**config.mk**
```make
export PLATFORM = sky130hd
export DESIGN_NAME = mem_arbiter
export DESIGN_NICKNAME = d
export VERILOG_FILES = /design/src/rtl/mem_arbiter.sv
export SDC_FILE = /design/constraint.sdc
export NUM_CORES = 1
export LEC_CHECK = 0
export BUFFER_PORTS_ARGS = -buffer_cell sky130_fd_sc_hd__buf_2
export CAP_MARGIN = 40
export CORE_MARGIN = 2
export CORE_UTILIZATION = 29
export CTS_BUF_LIST = sky130_fd_sc_hd__clkbuf_8
export DETAILED_ROUTE_END_ITERATION = 8
export GPL_ROUTABILITY_DRIVEN = 0
export SLEW_MARGIN = 25
export SYNTH_ARGS = -nofsm -noshare
export SYNTH_HDL_FRONTEND = slang
export SYNTH_SLANG_ARGS = --single-unit
```
**constraint.sdc**
```tcl
create_clock -name clk -period 2.51 [get_ports clk]
set_clock_uncertainty 0.1 [all_clocks]
set_input_delay 0.3765 -clock clk [delete_from_list [all_inputs] [get_ports clk]]
set_output_delay 0.3765 -clock clk [all_outputs]
set_load 0.05 [all_outputs]
```
**src/rtl/mem_arbiter.sv**
```systemverilog
// mem_arbiter: two-port arbiter in front of the unified instruction/data memory.
// Port 0 is the core's memory interface and port 1 is an external requester
// (loader, debug or DMA agent). One request is accepted at a time. It is
// registered, presented to the memory for exactly one cycle, and answered with a
// one-cycle response pulse that carries the word read before any write.
//
// Ports:
//   clk, reset          rising-edge clock, asynchronous active-low reset
//   pN_req_valid/ready  request handshake; accepted when valid & ready
//   pN_req_addr/wdata   byte address and write data
//   pN_req_we           byte write enables (0 = read)
//   pN_resp_valid       one-cycle response pulse
//   pN_resp_rdata/err   read word and out-of-range flag, held until the next response
//   mem_a/wd/we/rd      memory pins (mem_rd is combinational read data)
//   busy                high while the memory access is in progress
//   grant_owner         port that owns the current or most recent transaction
module mem_arbiter #(
  parameter int unsigned MEM_SIZE    = 1024,
  parameter bit          P0_PRIORITY = 1'b0
) (
  input  logic        clk,
  input  logic        reset,
  input  logic        p0_req_valid,
  output logic        p0_req_ready,
  input  logic [31:0] p0_req_addr,
  input  logic [31:0] p0_req_wdata,
  input  logic [3:0]  p0_req_we,
  output logic        p0_resp_valid,
  output logic [31:0] p0_resp_rdata,
  output logic        p0_resp_err,
  input  logic        p1_req_valid,
  output logic        p1_req_ready,
  input  logic [31:0] p1_req_addr,
  input  logic [31:0] p1_req_wdata,
  input  logic [3:0]  p1_req_we,
  output logic        p1_resp_valid,
  output logic [31:0] p1_resp_rdata,
  output logic        p1_resp_err,
  output logic [31:0] mem_a,
  output logic [31:0] mem_wd,
  output logic [3:0]  mem_we,
  input  logic [31:0] mem_rd,
  output logic        busy,
  output logic        grant_owner
);

  typedef enum logic [1:0] {IDLE, ACCESS, RESP} state_t;

  state_t      state_q;
  logic [29:0] addr_q;       // word address; the byte offset is never used
  logic [31:0] wdata_q;
  logic [3:0]  we_q;
  logic        owner_q;
  logic        last_grant_q;
  logic        p0_resp_valid_q, p1_resp_valid_q;
  logic [31:0] p0_resp_rdata_q, p1_resp_rdata_q;
  logic        p0_resp_err_q, p1_resp_err_q;

  logic can_accept, pick, acc0, acc1, in_range;
  logic unused_addr_lsbs;

  assign unused_addr_lsbs = ^{p0_req_addr[1:0], p1_req_addr[1:0]};

  always_comb begin
    can_accept = (state_q != ACCESS);
    // pick = 1 selects port 1; on a tie round-robin favours the port not granted last
    if (p0_req_valid && p1_req_valid) begin
      pick = P0_PRIORITY ? 1'b0 : ~last_grant_q;
    end else begin
      pick = p1_req_valid;
    end
    acc0 = can_accept & p0_req_valid & ~pick;
    acc1 = can_accept & p1_req_valid & pick;
  end

  assign in_range = ({2'b00, addr_q} < MEM_SIZE);

  assign p0_req_ready  = acc0;
  assign p1_req_ready  = acc1;
  assign mem_a         = {addr_q, 2'b00};
  assign mem_wd        = wdata_q;
  // Decoded from state so that an asynchronous reset removes the strobe at once.
  assign mem_we        = (state_q == ACCESS && in_range) ? we_q : '0;
  assign busy          = (state_q == ACCESS);
  assign grant_owner   = owner_q;
  assign p0_resp_valid = p0_resp_valid_q;
  assign p0_resp_rdata = p0_resp_rdata_q;
  assign p0_resp_err   = p0_resp_err_q;
  assign p1_resp_valid = p1_resp_valid_q;
  assign p1_resp_rdata = p1_resp_rdata_q;
  assign p1_resp_err   = p1_resp_err_q;

  always_ff @(posedge clk or negedge reset) begin
    if (!reset) begin
      state_q         <= IDLE;
      addr_q          <= '0;
      wdata_q         <= '0;
      we_q            <= '0;
      owner_q         <= 1'b0;
      last_grant_q    <= 1'b1;
      p0_resp_valid_q <= 1'b0;
      p1_resp_valid_q <= 1'b0;
      p0_resp_rdata_q <= '0;
      p1_resp_rdata_q <= '0;
      p0_resp_err_q   <= 1'b0;
      p1_resp_err_q   <= 1'b0;
    end else begin
      p0_resp_valid_q <= 1'b0;
      p1_resp_valid_q <= 1'b0;
      case (state_q)
        IDLE, RESP: begin
          if (acc0 || acc1) begin
            addr_q       <= acc1 ? p1_req_addr[31:2] : p0_req_addr[31:2];
            wdata_q      <= acc1 ? p1_req_wdata : p0_req_wdata;
            we_q         <= acc1 ? p1_req_we : p0_req_we;
            owner_q      <= acc1;
            last_grant_q <= acc1;
            state_q      <= ACCESS;
          end else begin
            state_q <= IDLE;
          end
        end
        ACCESS: begin
          state_q <= RESP;
          if (owner_q) begin
            p1_resp_valid_q <= 1'b1;
            p1_resp_rdata_q <= in_range ? mem_rd : '0;
            p1_resp_err_q   <= ~in_range;
          end else begin
            p0_resp_valid_q <= 1'b1;
            p0_resp_rdata_q <= in_range ? mem_rd : '0;
            p0_resp_err_q   <= ~in_range;
          end
        end
        default: state_q <= IDLE;
      endcase
    end
  end

endmodule
```
# Yosys cells after proc, flatten, opt, wreduce, memory -nomap -nowiden
# Cells that the tools add are included.
# op_classes
bitwise_logic	8
mux	12
reduce_logical	8
n_eq_ne	3
magnitude_cmp	1
# ops
cell	count
$mux 32	2
$lt 30x11->1 const B	1
$mux 30	1
$mux 4	2
$mux 1	6
$reduce_and 2->1	3
$and 1x1->1	4
$not 1->1	4
$pmux 2 s2	1
$eq 2x1->1 const B	1
$eq 2x2->1 const B	1
$logic_and 1x1->1	2
$logic_not 2->1	1
$ne 2x1->1 const B	1
$reduce_or 2->1	1
$logic_or 1x1->1	1
# totals
input_bits	172
register_bits	138
elab_cells	44
out_inout_bits	140

# Longest topological paths before layout
# Gate-level depths: netlist (run 1).
# logic_depth
depth_word	7
ltp_mapped	6
ltp_nobuf	4

# Worst setup path after synthesis (run 1)
# OpenSTA, ideal clock, no wires.
# synth_path
kind	register to output
start	register addr_q[28]
end	output port mem_we[1]
path_stages_with_launch	7
n_path_buf	3
arrival_time_ns	2.869
path_slack_ns	-0.835
required_time_ns	2.034
path_cell_list	dfrtp_1 -> or4_4 -> or2_1 -> clkbuf_2 -> buf_6 -> buf_6 -> nor3_1
# synth_via
elab_chain_cells	3
# synth_lines
item	line_no	source
start, declared	50	logic [29:0] addr_q;
start signal, assigned	113	addr_q <= acc1 ? p1_req_addr[31:2] : p0_req_addr[31:2];
$lt 30x11->1	76	assign in_range = ({2'b00, addr_q} < MEM_SIZE);
$logic_and 1x1->1	83	assign mem_we = (state_q == ACCESS && in_range) ? we_q : '0;
$mux 4	83	
end, declared	41	output logic [3:0] mem_we,
# No other way between the ends.

# Worst setup path after layout (run 1)
# layout_path
start	register addr_q[21]
end	output port mem_we[1]
# Same word-level chain as after synthesis.

==> results of run 1 <==
[where the power goes]
| part | switching, mW | leakage [nW] | internal, mW |
|---|---|---|---|
| logic | 1.72 | 2.23 | 0.601 |
| clock network | 0.946 | 0.213 | 1.02 |
| registers | 0.182 | 1.72 | 2.49 |
[state kept, by name (all words and copies together), names as in the netlist]
register,cells
p1_resp_rdata,32
p1_resp_err,1
p1_resp_valid,1
p0_resp_err,1
last_grant_q,1
addr_q,30
we_q,4
p0_resp_rdata,32
p0_resp_valid,1
state_q,2
mem_wd,32
grant_owner,1
[per-layer routing]
metal  track usage [%]  vias to the layer above  routed length [um]
met5                 0                        -                   0
met4              4.05                        0                 209
met3              6.17                       16                1750
met2              31.1                      268               10400
met1              24.4                     3050                9620
li1                  -                     3078                   -
[worst min-delay path by stage]
stage / startpoint / to / slack, ns / cells after the start
5_1_grt: mem_rd[11] / p0_resp_rdata[11]$_DFFE_PN0P_ / 0.03 / 3
2_1_floorplan: reset / addr_q[0]$_DFFE_PN0P_ / -0.02 / 0
3_5_place_dp: reset / p1_resp_rdata[21]$_DFFE_PN0P_ / 0.28 / 1
4_1_cts: mem_rd[3] / p1_resp_rdata[3]$_DFFE_PN0P_ / 0.03 / 3
6_report: mem_rd[11] / p0_resp_rdata[11]$_DFFE_PN0P_ / 0.07 / 3
3_3_place_gp: reset / p1_resp_rdata[21]$_DFFE_PN0P_ / 0.28 / 1
[cell usage after synthesis (all sizes together) (2+ instances only)]
library cell / n / share of area, %
nor2: 70 / 4.1
a31oi: 66 / 6.5
nor4: 3 / 0.29
clkinv: 3 / 0.18
nand3: 67 / 5.3
or4: 2 / 0.29
nand2: 132 / 7.8
o21ai: 70 / 5.5
a21oi: 2 / 0.16
clkbuf: 56 / 3.3
dfrtp: 137 / 54
inv: 2 / 0.12
buf: 17 / 1.6
o31ai: 65 / 8.9
nor3: 6 / 0.63
[worst max-delay path, stage by stage (launching register included)]
cell	delay [ns]
dfrtp_2	0.40
or4_4	0.54
or2_4	0.34
nor3_4	0.18
buf_6	0.18
[through the flow]
step	instances	TNS, ns	hold WS (ns)
2_1_floorplan	709	-0.318	-0.0191
3_3_place_gp	1249	0	0.279
5_1_grt	1292	-0.601	0.0260
6_report	1292	-0.0906	0.0737
3_5_place_dp	1249	0	0.281
4_1_cts	1290	-0.238	0.0343
[layout make-up]
| class | count | area [um^2] |
|---|---|---|
| Clock buffer | 18 | 248 |
| Clock inverter | 14 | 170 |
| Fill cell | 2225 | 12800 |
| Inverter | 5 | 18.8 |
| Multi-Input combinational cell | 493 | 2680 |
| Sequential cell | 138 | 3460 |
| Tap cell | 280 | 350 |
| Timing Repair Buffer | 344 | 1940 |
[repair_timing]
item / 4_1_cts / 5_1_grt
gates resized for setup: 9 / 1
endpoints found under the setup margin: 4 / 7
gates cloned: 0 / 0
pin swaps: 2 / 2
hold buffers: 1 / 0
buffers inserted: 8 / 2
hold endpoints to repair: 48 / 0
[kinds of logic after synthesis]
group	synth area share, %
other	0.0589
buffers and inverters	5.23
flip-flops	54.3
AO/OA/AOI/OAI	21.5
AND/OR/NAND/NOR	18.9
[placed cells by master, fill, tap and decap left out, types with 3 or more instances in the layout]
cell / n
a31oi_1: 66
buf_12: 7
buf_2: 300
buf_4: 32
buf_6: 4
bufinv_16: 3
clkbuf_8: 18
clkinv_4: 3
dfrtp_1: 131
dfrtp_2: 6
inv_1: 4
inv_6: 3
nand2_1: 132
nand3_1: 66
nor2_1: 70
nor3_4: 4
o21ai_0: 65
o21ai_1: 5
o31ai_1: 49
o31ai_2: 16
==> results.yml, run 1 <==
placed_design:
  place_hpwl_um: 15200
  place_area_um2: 8320
  pre_cts_ws_ns: 0.182
  numPortBuffers: 305
clock_network:
  cts_tree: "yes"
  cts_root_buffer: "clkbuf_8"
  clockBufferDepth: 2
  numCtsBuffers: 17
  cts.sinks: 138
  clk_latency_ns: 0.44
  htree_levels: 4
  clkTransAtPathRegs_ns: 0.09
synth:
  async_reset_ff_share_pct: 100
  avgSynthCellArea_um2: 8.99
  synthFlopType: "dfrtp_1"
  synth_edf_count: 0
  synthesis.area_um2: 6370
  synth-warning-count: 0
  ys_seq_area_share_pct: 54.3
  ys_ff_latch: 138
  synthCells: 708
  synthDistinctLibCells: 33
worst_setup_path:
  reg2reg_depth: 5
  cp-endpoint: "mem_we[1]"
  rr_startpoint: "addr_q[21]$_DFFE_PN0P_"
  critPathCaptureType: "primary output"
  critPathKind: "flop to primary output"
  required_ns: 2.03
  reg2reg_slack_ns: 0.25
  critPathLaunchType: "flop"
  path_max_fanout: 6
  crit_arrival_ns: 2.08
  worstSetupStartpoint: "addr_q[21]$_DFFE_PN0P_"
  rr_endpoint: "p1_resp_rdata[8]$_DFFE_PN0P_"
detailed_routing:
  ant_nets: 0
  drt_iter0_markers: 238
  drt-total-wl_um: 22000
  viasPerCell: 4.96
  vias: 6412
  wl_per_cell_um: 17.0
  dr.pass1.iters: 5
  drc: 0
power:
  powerDensity_nw_per_um2: 784
  p_leak_nw: 4.17
  irDropWorstVdd_mv: 0.370
  finalPower_mw: 6.95
finish:
  design_area_um2: 8860
  final_util_pct: 40.9
  diodes: 0
  finalNetCount: 1171
  drive_above_1_share_pct: 40.7
  synthToLayoutAreaGrowth_pct: 39.2
sta:
  finalCritPeriodShare_pct: 102
  rsz0062_at_grt: "yes"
  setup_ws_ns: -0.0470
  slew_viol_final: 0
  worstMarginPinSlew_ns: 0.752
  max_freq_mhz: 391
  final-hold-violation-count: 0
  setup_violations: 2
  finalCriticalPeriod_ns: 2.56
  slew_headroom_pct: 49.9
hold_path:
  hold_class: "input pin to flop"
floorplanning:
  start_util_pct: 29.4
  fp-row-count: 54
  dieArea_um2: 23200
  die_y_um: 152
  ios: 312
  core_um2: 21700
  chipWidth_um: 152
job:
  maxCapViolCount: 0
grt:
  grt_util_all_layers_pct: 18.9
  first_global_vias: 6415
  grt_first_pass_wirelength_um: 35100
  overflow: 0
  grt_max_degree: 74
  antenna_found_initial: 0
outcome:
  status: "finished, violations left"
  violations: "negative setup slack"
Note: power is estimated with default switching activity, not from simulation.
==> run 2: changes to the inputs <==
--- a/config.mk
+++ b/config.mk
@@ -7,11 +7,15 @@
 export LEC_CHECK = 0
 export BUFFER_PORTS_ARGS = -buffer_cell sky130_fd_sc_hd__buf_2
 export CAP_MARGIN = 40
+export CELL_PAD_IN_SITES_DETAIL_PLACEMENT = 1
+export CELL_PAD_IN_SITES_GLOBAL_PLACEMENT = 1
 export CORE_MARGIN = 2
 export CORE_UTILIZATION = 29
 export CTS_BUF_LIST = sky130_fd_sc_hd__clkbuf_8
 export DETAILED_ROUTE_END_ITERATION = 8
 export GPL_ROUTABILITY_DRIVEN = 0
+export GPL_TIMING_DRIVEN = 0
+export PLACE_DENSITY_LB_ADDON = 0.1
 export SLEW_MARGIN = 25
 export SYNTH_ARGS = -nofsm -noshare
 export SYNTH_HDL_FRONTEND = slang
==> run 2 against run 1 <==
  * Sequential share of layout area shrank 0.53 points
  * Sequential power about the same
  * Utilization grew 0.58 points
  * The run still ends with negative setup slack left
==> results.yml, run 2 (same netlist as run 1, synthesis figures left out) <==
outcome:
  status: "finished, violations left"
  violations: "negative setup slack"
grt:
  overflow: 0
  grt_first_pass_wirelength_um: 39800
  grt_util_all_layers_pct: 21.6
  first_global_vias: 7022
  antenna_found_initial: 12
  grt_max_degree: 72
finish:
  design_area_um2: 8990
  final_common_cell: "buf_2"
  synthToLayoutAreaGrowth_pct: 41.2
  drive_above_1_share_pct: 38.1
  final_cell_mix: "307 x buf_2, 132 x nand2_1, 130 x dfrtp_1, 70 x nor2_1"
  final_util_pct: 41.4
  fillCellCount: 2691
  finalNetCount: 1220
  layout.cells.non_filler: 1347
clock_network:
  cts_root_buffer: "clkbuf_8"
  numCtsBuffers: 17
  htree_levels: 4
  cts.sinks: 138
  clockBufferDepth: 2
  clkTransAtPathRegs_ns: 0.09
  clk_latency_ns: 0.46
  cts_tree: "yes"
detailed_routing:
  ant_nets: 0
  wl_met1_um: 10600
  drt-total-wl_um: 24800
  drt_iter0_markers: 212
  dr.pass1.iters: 4
  wl_met2_um: 12100
  wl_met3_um: 1730
  vias: 6642
  highest_layer: "met5"
  wl_per_cell_um: 18.4
  viasPerCell: 4.93
  drc: 0
power:
  finalPower_mw: 7.08
  p_leak_nw: 4.18
  irDropWorstVdd_mv: 0.296
  powerDensity_nw_per_um2: 787
worst_setup_path:
  critPathKind: "flop to primary output"
  rr_endpoint: "p0_resp_rdata[20]$_DFFE_PN0P_"
  rr_startpoint: "addr_q[15]$_DFFE_PN0P_"
  reg2reg_slack_ns: 0.22
  crit_arrival_ns: 2.11
  path_max_fanout: 6
  critPathLaunchType: "flop"
  critPathCaptureType: "primary output"
  required_ns: 2.03
  reg2reg_depth: 7
  worstSetupStartpoint: "addr_q[28]$_DFFE_PN0P_"
sta:
  slew_viol_final: 0
  rsz0062_at_grt: "yes"
  setup_violations: 4
  final-hold-violation-count: 0
  max_freq_mhz: 386
  setup_ws_ns: -0.0776
  finalCriticalPeriod_ns: 2.59
  holdWs_ns: 0.0497
  finalCritPeriodShare_pct: 103
  slew_headroom_pct: 62.2
  worstMarginPinSlew_ns: 0.567
placed_design:
  place_area_um2: 8350
  placed_cells: 1296
  place_hpwl_um: 18900
  numPortBuffers: 305
hold_path:
  hp-start: "mem_rd[8]"
  min_to: "p0_resp_rdata[8]$_DFFE_PN0P_"
  holdPathStages: 3
  hold_class: "input pin to flop"
floorplanning:
  start_util_pct: 29.4
  core_um2: 21700
  chipWidth_um: 152
  die_y_um: 152
  ios: 312
  dieArea_um2: 23200
  fp-row-count: 54
job:
  maxCapViolCount: 0
==> run 2: worst max-delay path, cell delays in order (launching register included) <==
cell	delay, ns
dfrtp_2	0.41
or4_4	0.54
or2_4	0.33
nor3_4	0.20
buf_6	0.18
==> run 2: power breakdown <==
group | leakage, nW | switching (mW) | internal [mW]
Combinational | 2.24 | 1.75 | 0.584
Sequential | 1.72 | 0.190 | 2.49
Clock | 0.221 | 0.971 | 1.09
Total | 4.18 | 2.91 | 4.16
==> run 2: repair_timing <==
item | 4_1_cts | 5_1_grt
setup endpoints to repair | 17 | 80
gates resized for setup | 21 | 8
endpoints found under the hold margin | 66 | 0
buffers inserted | 13 | 3
pin swaps | 5 | 6
hold buffers | 1 | 0
==> run 2: worst max path at each step <==
stage                                  end  cells past startpoint
global route                     mem_we[1]                      4
global placement    addr_q[28]$_DFFE_PN0P_                      1
CTS                              mem_we[3]                      5
finish                           mem_we[1]                      4
detailed placement               mem_we[0]                      6
floorplan                        mem_we[0]                      6
==> run 2: stage by stage <==
step	setup TNS, ns	worst slack (ns)
floorplan	-0.318	-0.0794
global placement	-179.38	-1.57
detailed placement	-0.811	-0.133
CTS	-0.434	-0.111
global route	-0.556	-0.168
finish	-0.161	-0.0776
==> run 2: layout make-up <==
| type | instances | area (um^2) | share of cell area (%) |
|---|---|---|---|
| sequential | 138 | 3460 | 38.5 |
| timing repair buffer | 324 | 1740 | 19.3 |
| tap | 280 | 350 | 3.90 |
| clock buffer | 17 | 234 | 2.60 |
| antenna | 6 | 15.0 | 0.167 |
| clock inverter | 15 | 199 | 2.21 |
| buffer | 69 | 293 | 3.26 |
| multi-input combinational | 493 | 2670 | 29.7 |
| inverter | 5 | 21.3 | 0.237 |
==> run 2: per-layer routing <==
metal	global-route usage, %	up-vias
met4	5.34	6
li1	-	3193
met2	36.2	203
met1	26.9	3209
met3	7.25	31
met5	0	-
